==> config.mk <==
export PLATFORM = sky130hd
export DESIGN_NAME = blink_code_scheduler_flat
export DESIGN_NICKNAME = d
export VERILOG_FILES = /design/src/rtl/blink_sched_pkg.sv /design/src/rtl/blink_code_scheduler_if.sv /design/src/rtl/blink_tick_gen.sv /design/src/rtl/blink_code_scheduler.sv /design/src/flat_wrapper.sv
export SDC_FILE = /design/constraint.sdc
export NUM_CORES = 1
export LEC_CHECK = 0
export BUFFER_PORTS_ARGS = -buffer_cell sky130_fd_sc_hd__buf_2
export CAP_MARGIN = 20
export CORE_AREA = 3 3 76 78
export DETAILED_ROUTE_END_ITERATION = 8
export DIE_AREA = 0 0 79 81
export GPL_TIMING_DRIVEN = 0
export PLACE_DENSITY = 0.74
export SYNTH_ARGS = -nofsm -noshare
export SYNTH_HDL_FRONTEND = slang
export SYNTH_HIERARCHICAL = 1
export SYNTH_SLANG_ARGS = --single-unit
==> constraint.sdc <==
create_clock -name i_clk -period 2.9 [get_ports i_clk]
set_input_delay 0.145 -clock i_clk [delete_from_list [all_inputs] [get_ports i_clk]]
set_output_delay 0.145 -clock i_clk [all_outputs]
set_load 0.02 [all_outputs]
==> src/rtl/blink_sched_pkg.sv <==
// Shared types and width helpers for the blink code scheduler.
package blink_sched_pkg;

  typedef enum logic [1:0] {
    S_IDLE = 2'd0,
    S_ON   = 2'd1,
    S_OFF  = 2'd2,
    S_GAP  = 2'd3
  } blink_state_e;

  function automatic int max3(input int a, input int b, input int c);
    int m;
    m = (a > b) ? a : b;
    return (m > c) ? m : c;
  endfunction

  // Counter width that never collapses to zero bits.
  function automatic int clog2w(input int v);
    return (v > 2) ? $clog2(v) : 1;
  endfunction

endpackage

==> src/rtl/blink_code_scheduler_if.sv <==
// Requester/LED bus of the blink code scheduler.
interface blink_code_scheduler_if #(
  parameter int N_REQ  = 4,
  parameter int CODE_W = 4
);
  logic [N_REQ-1:0]        i_req;
  logic [N_REQ*CODE_W-1:0] i_code;
  logic [N_REQ-1:0]        o_grant;
  logic                    o_busy;
  logic                    o_done;
  logic                    o_led;

  modport master (output i_req, i_code, input o_grant, o_busy, o_done, o_led);
  modport slave  (input i_req, i_code, output o_grant, o_busy, o_done, o_led);
endinterface

==> src/rtl/blink_tick_gen.sv <==
// Tick prescaler: o_tick is high for one clock every TICK_DIV clocks; i_clr restarts the period.
module blink_tick_gen
  import blink_sched_pkg::*;
#(
  parameter int TICK_DIV = 4
) (
  input  logic i_clk,
  input  logic i_rst,
  input  logic i_clr,
  output logic o_tick
);
  localparam int CNT_W = clog2w(TICK_DIV);
  localparam logic [CNT_W-1:0] LAST = CNT_W'(TICK_DIV - 1);

  logic [CNT_W-1:0] cnt;

  // NOTE: sequential state uses non-blocking assignments so every register samples pre-edge values.
  always_ff @(posedge i_clk or posedge i_rst) begin
    if (i_rst)                    cnt <= '0;
    else if (i_clr || cnt == LAST) cnt <= '0;
    else                          cnt <= cnt + 1'b1;
  end

  assign o_tick = (cnt == LAST);

endmodule

==> src/rtl/blink_code_scheduler.sv <==
// Round-robin sharing of one status LED among N_REQ blink-code requesters.
// Optional: define BLINK_SCHED_ABORT_EN to cut a code short when its requester drops i_req.
module blink_code_scheduler
  import blink_sched_pkg::*;
#(
  parameter int N_REQ     = 4,
  parameter int CODE_W    = 4,
  parameter int TICK_DIV  = 25_000_000,
  parameter int ON_TICKS  = 1,
  parameter int OFF_TICKS = 1,
  parameter int GAP_TICKS = 8
) (
  input  logic                  i_clk,
  input  logic                  i_rst,
  blink_code_scheduler_if.slave bus
);
  localparam int PTR_W = clog2w(N_REQ);
  localparam int DUR_W = clog2w(max3(ON_TICKS, OFF_TICKS, GAP_TICKS) + 1);

  blink_state_e      state, state_n;
  logic [N_REQ-1:0]  grant, grant_n;
  logic              busy, busy_n, done, done_n, led, led_n;
  logic [PTR_W-1:0]  ptr, ptr_n;
  logic [CODE_W-1:0] blink_cnt, blink_cnt_n;
  logic [DUR_W-1:0]  dur, dur_last;
  logic              tick, clr, expire, abort;
  logic              pick_valid;
  logic [PTR_W-1:0]  pick_idx;
  logic [CODE_W-1:0] pick_code;
  logic [CODE_W-1:0] req_code [N_REQ];

  for (genvar k = 0; k < N_REQ; k++) begin : g_code
    assign req_code[k] = bus.i_code[k*CODE_W +: CODE_W];
  end

  blink_tick_gen #(.TICK_DIV(TICK_DIV)) u_tick (
    .i_clk  (i_clk),
    .i_rst  (i_rst),
    .i_clr  (clr),
    .o_tick (tick)
  );

  // First active request after the last served one, wrapping.
  always_comb begin
    logic [PTR_W-1:0] cand;
    pick_valid = 1'b0;
    pick_idx   = ptr;
    cand       = '0;
    for (int i = 1; i <= N_REQ; i++) begin
      cand = PTR_W'((int'(ptr) + i) % N_REQ);
      if (!pick_valid && bus.i_req[cand]) begin
        pick_valid = 1'b1;
        pick_idx   = cand;
      end
    end
  end

  assign pick_code = req_code[pick_idx];

  always_comb begin
    dur_last = '0;
    unique case (state)
      S_ON:    dur_last = DUR_W'(ON_TICKS - 1);
      S_OFF:   dur_last = DUR_W'(OFF_TICKS - 1);
      S_GAP:   dur_last = DUR_W'(GAP_TICKS - 1);
      default: dur_last = '0;
    endcase
  end

  assign expire = tick && (dur == dur_last);

`ifdef BLINK_SCHED_ABORT_EN
  assign abort = (state == S_ON || state == S_OFF) && !(|(bus.i_req & grant));
`else
  assign abort = 1'b0;
`endif

  always_comb begin
    // NOTE: every signal driven here gets a default first, so no path can infer a latch.
    state_n     = state;
    grant_n     = grant;
    busy_n      = busy;
    done_n      = 1'b0;
    led_n       = led;
    ptr_n       = ptr;
    blink_cnt_n = blink_cnt;
    unique case (state)
      S_IDLE: begin
        if (pick_valid) begin
          grant_n     = N_REQ'(1) << pick_idx;
          ptr_n       = pick_idx;
          blink_cnt_n = pick_code;
          busy_n      = 1'b1;
          if (pick_code != '0) begin
            state_n = S_ON;
            led_n   = 1'b1;
          end else begin
            state_n = S_GAP;
            led_n   = 1'b0;
          end
        end
      end
      S_ON: begin
        if (abort) begin
          state_n = S_GAP;
          led_n   = 1'b0;
        end else if (expire) begin
          state_n = S_OFF;
          led_n   = 1'b0;
        end
      end
      S_OFF: begin
        if (abort) begin
          state_n = S_GAP;
          led_n   = 1'b0;
        end else if (expire) begin
          blink_cnt_n = blink_cnt - 1'b1;
          if (blink_cnt_n != '0) begin
            state_n = S_ON;
            led_n   = 1'b1;
          end else begin
            state_n = S_GAP;
          end
        end
      end
      S_GAP: begin
        if (expire) begin
          state_n = S_IDLE;
          done_n  = 1'b1;
          grant_n = '0;
          busy_n  = 1'b0;
        end
      end
      default: state_n = S_IDLE;
    endcase
  end

  // Every state entry restarts both the prescaler and the tick count.
  assign clr = (state_n != state);

  always_ff @(posedge i_clk or posedge i_rst) begin
    if (i_rst) begin
      state     <= S_IDLE;
      grant     <= '0;
      busy      <= 1'b0;
      done      <= 1'b0;
      led       <= 1'b0;
      ptr       <= PTR_W'(N_REQ - 1);
      blink_cnt <= '0;
      dur       <= '0;
    end else begin
      state     <= state_n;
      grant     <= grant_n;
      busy      <= busy_n;
      done      <= done_n;
      led       <= led_n;
      ptr       <= ptr_n;
      blink_cnt <= blink_cnt_n;
      if (clr)                        dur <= '0;
      else if (tick && state != S_IDLE) dur <= dur + 1'b1;
    end
  end

  assign bus.o_grant = grant;
  assign bus.o_busy  = busy;
  assign bus.o_done  = done;
  assign bus.o_led   = led;

endmodule

==> src/flat_wrapper.sv <==
// flat-port wrapper written by rule: the top's interface ports become plain ports
module blink_code_scheduler_flat import blink_sched_pkg::*;
#(
  parameter int N_REQ     = 4,
  parameter int CODE_W    = 4,
  parameter int TICK_DIV  = 25_000_000,
  parameter int ON_TICKS  = 1,
  parameter int OFF_TICKS = 1,
  parameter int GAP_TICKS = 8
)
  (i_clk, i_rst, bus_i_req, bus_i_code, bus_o_grant, bus_o_busy, bus_o_done, bus_o_led);
  blink_code_scheduler_if #(.N_REQ(N_REQ), .CODE_W(CODE_W)) bus_i ();
  input  logic i_clk;
  input  logic i_rst;
  input wire logic [$bits(bus_i.i_req)-1:0] bus_i_req;
  input wire logic [$bits(bus_i.i_code)-1:0] bus_i_code;
  output wire logic [$bits(bus_i.o_grant)-1:0] bus_o_grant;
  output wire logic [$bits(bus_i.o_busy)-1:0] bus_o_busy;
  output wire logic [$bits(bus_i.o_done)-1:0] bus_o_done;
  output wire logic [$bits(bus_i.o_led)-1:0] bus_o_led;
  assign bus_i.i_req = bus_i_req;
  assign bus_i.i_code = bus_i_code;
  assign bus_o_grant = bus_i.o_grant;
  assign bus_o_busy = bus_i.o_busy;
  assign bus_o_done = bus_i.o_done;
  assign bus_o_led = bus_i.o_led;
  blink_code_scheduler #(.N_REQ(N_REQ), .CODE_W(CODE_W), .TICK_DIV(TICK_DIV), .ON_TICKS(ON_TICKS), .OFF_TICKS(OFF_TICKS), .GAP_TICKS(GAP_TICKS)) u_core (.i_clk(i_clk), .i_rst(i_rst), .bus(bus_i));
endmodule
Word-level counts from Yosys, hierarchy flattened
Cells that the tools add are included.
{"block": "classes", "n_addsub": 7, "order_cmp": 5, "eq_ne": 11, "shifts": 1, "n_mux": 46, "bitwise": 1, "n_reduce_logical": 21}
{"cell": "two-way mux 4 bit", "n": 8}
{"cell": "adder 25 x 1 -> 25 bit (second input constant)", "n": 1}
{"cell": "== test 25 bit (second input constant)", "n": 1}
{"cell": "two-way mux 25 bit", "n": 1}
{"cell": "two-way mux 2 bit", "n": 10}
{"cell": "two-way mux 1 bit", "n": 16}
{"cell": "case mux 4 bit (2 select lines)", "n": 2}
{"cell": "< comparator 2 x 3 -> 1 bit (second input constant)", "n": 4}
{"cell": "!= test 2 x 1 -> 1 bit (second input constant)", "n": 5}
{"cell": "binary-select mux 1 bit (select 2 bit)", "n": 4}
{"cell": "binary-select mux 4 bit (select 2 bit)", "n": 1}
{"cell": "case mux 2 bit (4 select lines)", "n": 1}
{"cell": "nonzero test 2 bit", "n": 4}
{"cell": "nonzero test 4 bit", "n": 2}
{"cell": "AND reduction 3 bit", "n": 2}
{"cell": "logical AND 1 bit", "n": 5}
{"cell": "AND reduction 5 bit", "n": 1}
{"cell": "adder 2 x 1 -> 2 bit (second input constant)", "n": 2}
{"cell": "adder 2 bit (second input constant)", "n": 2}
{"cell": "adder 4 x 1 -> 4 bit (second input constant)", "n": 1}
{"cell": "== test 2 bit (second input constant)", "n": 2}
{"cell": "== test 4 x 3 -> 1 bit", "n": 1}
{"cell": "<< shifter 1 x 2 -> 4 bit (first input constant)", "n": 1}
{"cell": "subtractor 4 x 1 -> 4 bit (second input constant)", "n": 1}
{"cell": "other kinds (12)", "n": 14}
{"block": "word_totals", "reg_bits": 44, "out_inout_bits": 7, "wordCells": 101}

Longest topological paths before layout
{"block": "depth", "ltp_word": 24, "ltp_mapped": 16}

Cells and area by module
Netlist, hierarchy kept.
{"module": "blink_code_scheduler", "n_inst": 1, "cells_each": 157, "area_per_inst_um2": 1410.1, "seq_area_each_um2": 478.0}
{"module": "blink_tick_gen", "n_inst": 1, "cells_each": 139, "area_per_inst_um2": 1282.5, "seq_area_each_um2": 625.6}

Least setup slack after synthesis
No wires, ideal clock.
{"block": "synth_path", "path_type": "reg-to-reg", "startpoint": "register u_core.u_tick.cnt[10]", "endpoint": "register u_core.u_tick.cnt[10]", "setup_ps": 122, "arrival_ps": 3035, "required_time_ps": 2778, "setup_slack_ps": -257, "stages_incl_launch_ff": 14, "path_buffers": 2, "synth_period_minus_slack_ps": 3157, "path_cell_list": "dfrtp_1 > or4_1 > nor4_1 > nor2b_1 > nor2b_1 > buf_2 > nor2b_1 > a2111oi_0 > a21oi_1 > or3b_1 > inv_1 > o41ai_2 > buf_2 > nor2_1"}
{"block": "synth_via", "elab_chain_len": 7, "word_cells_on_any_way": 10}
{"item": "start, declared", "line": "blink_tick_gen.sv:15", "rtl": "logic [CNT_W-1:0] cnt;"}
{"item": "start signal, assigned", "line": "blink_tick_gen.sv:21", "rtl": "else cnt <= cnt + 1'b1;"}
{"item": "== test 25 bit (*)", "line": "blink_tick_gen.sv:24", "rtl": "assign o_tick = (cnt == LAST);"}
{"item": "net u_core.tick", "line": "blink_code_scheduler.sv:26", "rtl": "logic tick, clr, expire, abort;"}
{"item": "logical AND 1 bit (*)", "line": "blink_code_scheduler.sv:70", "rtl": "assign expire = tick && (dur == dur_last);"}
{"item": "two-way mux 2 bit (on tied branches)", "line": "blink_code_scheduler.sv:127, blink_code_scheduler.sv:107, blink_code_scheduler.sv:116"}
{"item": "case mux 2 bit (4 select lines) (*)", "line": "blink_code_scheduler.sv:87", "rtl": "unique case (state)"}
{"item": "!= test 2 bit (*)", "line": "blink_code_scheduler.sv:139", "rtl": "assign clr = (state_n != state);"}
{"item": "net u_core.clr", "line": "blink_code_scheduler.sv:26"}
{"item": "logical OR 1 bit (*)", "line": "blink_tick_gen.sv:20", "rtl": "else if (i_clr || cnt == LAST) cnt <= '0;"}
{"item": "two-way mux 25 bit (*)", "line": "blink_tick_gen.sv:20"}
The timed path passes the listed nets; every way through them passes the cells marked *.
A chain may end at the register's enable or synchronous reset.

Final worst setup path
{"block": "layout_path", "startpoint": "register u_core.u_tick.cnt[1]", "endpoint": "register u_core.u_tick.cnt[22]"}
The elaborated chain is that of the path after synthesis.

==> impl_metrics.py <==
metrics = {
    "worst_setup_path": {
        "crit_path_end_kind": "flop",
        "r2r_cells": 16,
        "max_stage_delay_ns": 0.40,
        "startpoint": "u_core/u_tick/cnt[1]",
        "crit_arrival_ns": 3.25,
        "crit_path_end": "u_core/u_tick/cnt[22]",
        "crit_chain": "ha_4, nand2_2, or2_4, nor4_4, nor2b_4, nor2b_4, buf_6, nor2_2, a21oi_2, or2_4, a21oi_4, or3b_1, inv_2, o41ai_4, buf_4, a21oi_1",
        "cp.required_ns": 3.13,
        "r2r_slack_ns": -0.12,
        "worstReg2RegEnd": "u_core/u_tick/cnt[22]",
        "worst_path_max_delay_cell": "dfrtp_1",
        "crit_family": "simple AND/OR/NAND/NOR gates",
        "critPathKind": "reg2reg",
        "crit_fanout": 7,
        "timing.rr.start": "u_core/u_tick/cnt[1]",
        "path_depth": 16,
        "cp_num_buf_inv": 3,
        "critPathLaunchType": "flop",
    },
    "die": {
        "io_pins": 29,
        "die_h_um": 81,
        "die-area_mm2": 0.006399,
        "die_x_um": 79,
        "core.rowCount": 26,
        "coreArea_mm2": 0.005140,
        "start_util_pct": 52.39,
    },
    "finish": {
        "drive_above_1_share_pct": 32.01,
        "final_area_mm2": 0.003461,
        "antenna_cells": 0,
        "final_util_pct": 67.33,
        "nets": 383,
        "area_growth_pct": 28.53,
    },
    "timing": {
        "max_freq_mhz": 331.3,
        "worst_pin_slew_ns": 0.7374,
        "relSlewSlack_pct": 50.79,
        "fin_ws_ns": -0.1183,
        "min_period_ns": 3.018,
        "clock_skew_ns": 0.008315,
        "slew_violations": 0,
        "hold_violations": 0,
        "setup_violations": 24,
        "holdWs_ns": 0.1756,
        "post-route-period-util_pct": 104.1,
        "rsz0062_at_grt": "true",
    },
    "drt": {
        "drcViolationCount": 0,
        "drt_iter0_markers": 116,
        "wl_per_cell_um": 14.43,
        "ant_nets": 0,
        "route.vias.total": 2398,
        "wl_mm": 6.103,
        "via_per_inst": 5.669,
        "drtPass1Iterations": 4,
    },
    "placed_design": {
        "post-place-ws_ns": -0.3701,
        "gp_congestion": 0.7611,
        "placed_area_mm2": 0.002959,
        "place_hpwl_mm": 4.052,
        "portBuffers": 28,
    },
    "pwr": {
        "p_int_uw": 997.9,
        "finalPower_mw": 1.258,
        "vdd_drop_max_v": 0.0002210,
        "seqPwrFrac_pct": 49.5,
        "share_comb_of_total_power_pct": 7.1,
        "powerDensity_mw_per_mm2": 363.4,
        "power.leakage_nw": 1.546,
        "p_clk_share_pct": 43.4,
        "p_switching_uw": 259.8,
        "swShare_pct": 20.66,
    },
    "logic_synthesis": {
        "async_flop_share_pct": 100.0,
        "avgSynthCellArea_um2": 9.097,
        "ys_seq_elements": 44,
        "synthFlopType": "dfrtp_1",
        "mappedNetlistArea_mm2": 0.002693,
        "yosys.area.top_type": "dfrtp_1",
        "syn_inst": 296,
        "synth-edff-count": 0,
        "ys_warn_count": 6,
        "synth_cell_types": 48,
        "synth_top_area_share_pct": 39.03,
        "synth_top_cells_by_count": "42 x dfrtp_1, 29 x nor2_1, 27 x nand2_1",
        "yosysMostFrequentCell": "dfrtp_1",
        "syn-num-nets": 326,
        "yosysSeqAreaShare_pct": 40.99,
        "synth_area_leaders": "dfrtp_1 39%, mux2i_1 4.5%, nor2_1 4.0%, nand2_1 3.8%, a21oi_1 3.7%",
    },
    "grt": {
        "grt_start_max_net_pins": 26,
        "grt_antenna_before_repair": 0,
        "grt_pass1_vias": 2266,
        "grt_use_total_pct": 20.38,
        "grt_overflow_total": 0,
        "grt_pass1_wl_mm": 10.44,
    },
    "clock_tree": {
        "path_clk_slew_ns": 0.08,
        "cts_inserted_buffers": 5,
        "clock-sinks": 44,
        "cts_tree": "built",
        "cts-htree-levels": 2,
        "clock_path_buffers": 2,
        "clock_latency_ns": 0.30,
        "cts-root-buf": "clkbuf_8",
    },
    "outcome": {
        "outcome": "complete, but fails checks",
        "violations": "negative setup slack",
    },
    "worst_hold_path": {
        "hold_class": "in2reg",
        "worstHoldStart": "bus_i_req[2]",
    },
    "flow_run": {
        "max_cap_violations": 0,
    },
}
## cells in the final DEF (no fill, tap or decap), drive strengths merged, types with 8 or more instances in the layout
master	instances
nand3	11
inv	14
o31ai	8
ha	8
clkbuf	8
xnor2	11
a21oi	21
nand2	27
mux2i	12
dfrtp	42
o21ai	14
nor2b	9
nor2	29
or4	9
nor3	8
buf	57
## metal layers
| metal | part of all wire, % | GRT usage (%) | up-vias |
|---|---|---|---|
| li1 | - | - | 1181 |
| met1 | 47 | 27.41 | 1160 |
| met2 | 47 | 33.25 | 49 |
| met3 | 4.2 | 4.213 | 8 |
| met4 | 1.3 | 6.186 | 0 |
| met5 | 0 | 0 | - |
## state kept, by name, summed over array words and instances, names as in the netlist
name                cells
u_core/blink_cnt        4
u_core/u_tick/cnt      25
u_core/bus.o_led        1
u_core/ptr              2
u_core/dur              4
u_core/bus.o_grant      4
u_core/bus.o_done       1
u_core/bus.o_busy       1
u_core/state            2
## worst min-delay path: stages
cell     delay (ns)
buf_2          0.11
nor2_1         0.12
o41ai_1        0.09
## layout make-up
type,instances,area [µm²]
Tap cell,70,87.58
Clock inverter,2,60.06
Fill cell,402,1679
Sequential cell,44,1104
Clock buffer,5,68.82
Timing Repair Buffer,51,335.3
Buffer,10,72.57
Multi-Input combinational cell,227,1680
Inverter,14,52.55
## repair_timing
action | in CTS | in global routing
gates cloned | 2 | 0
buffers inserted | 15 | 4
endpoints found under the setup margin | 25 | 27
gates resized for setup | 31 | 17
pin swaps | 13 | 4
hold buffers | 0 | 1
hold endpoints to repair | 0 | 25
## cells by family (layout without fill, tap and decap cells)
logic type / count (synthesis) / count (layout) / synth area share [%]
XOR/XNOR: 16 / 16 / 5.204
multiplexers: 16 / 16 / 6.134
flip-flops: 44 / 44 / 40.99
AND/OR/NAND/NOR: 126 / 126 / 23.98
adder cells (fa/ha/maj): 8 / 8 / 3.718
buffers and inverters: 25 / 82 / 4.321
AO/OA/AOI/OAI: 61 / 61 / 15.66
## per-stage QoR
stage,TNS (ns),instances
after floorplan,0,296
after global placement,-6.727,394
after detailed placement,-7.543,394
after CTS,-0.1094,417
after global routing,-5.391,423
final,-2.043,423
## worst min-delay path by stage
stage	slack, ns	cells after the start	endpoint
6_report	0.18	3	u_core/ptr[1]
5_1_grt	0.19	3	u_core/ptr[1]
4_1_cts	0.005	2	u_core/dur[0]
3_5_place_dp	0.34	2	u_core/dur[3]
3_3_place_gp	0.34	2	u_core/dur[3]
2_1_floorplan	0.09	1	u_core/blink_cnt[0]
## power groups by stage
stage	clock, mW	sequential, mW	combinational [mW]
finish	0.546	0.622	0.0894
global route	0.588	0.623	0.0990
CTS	0.563	0.622	0.0840
detailed placement	0	0.634	0.0820
global placement	0	0.634	0.0802
floorplan	0	0.634	0.0525
Power figures use the tool's default switching activity.
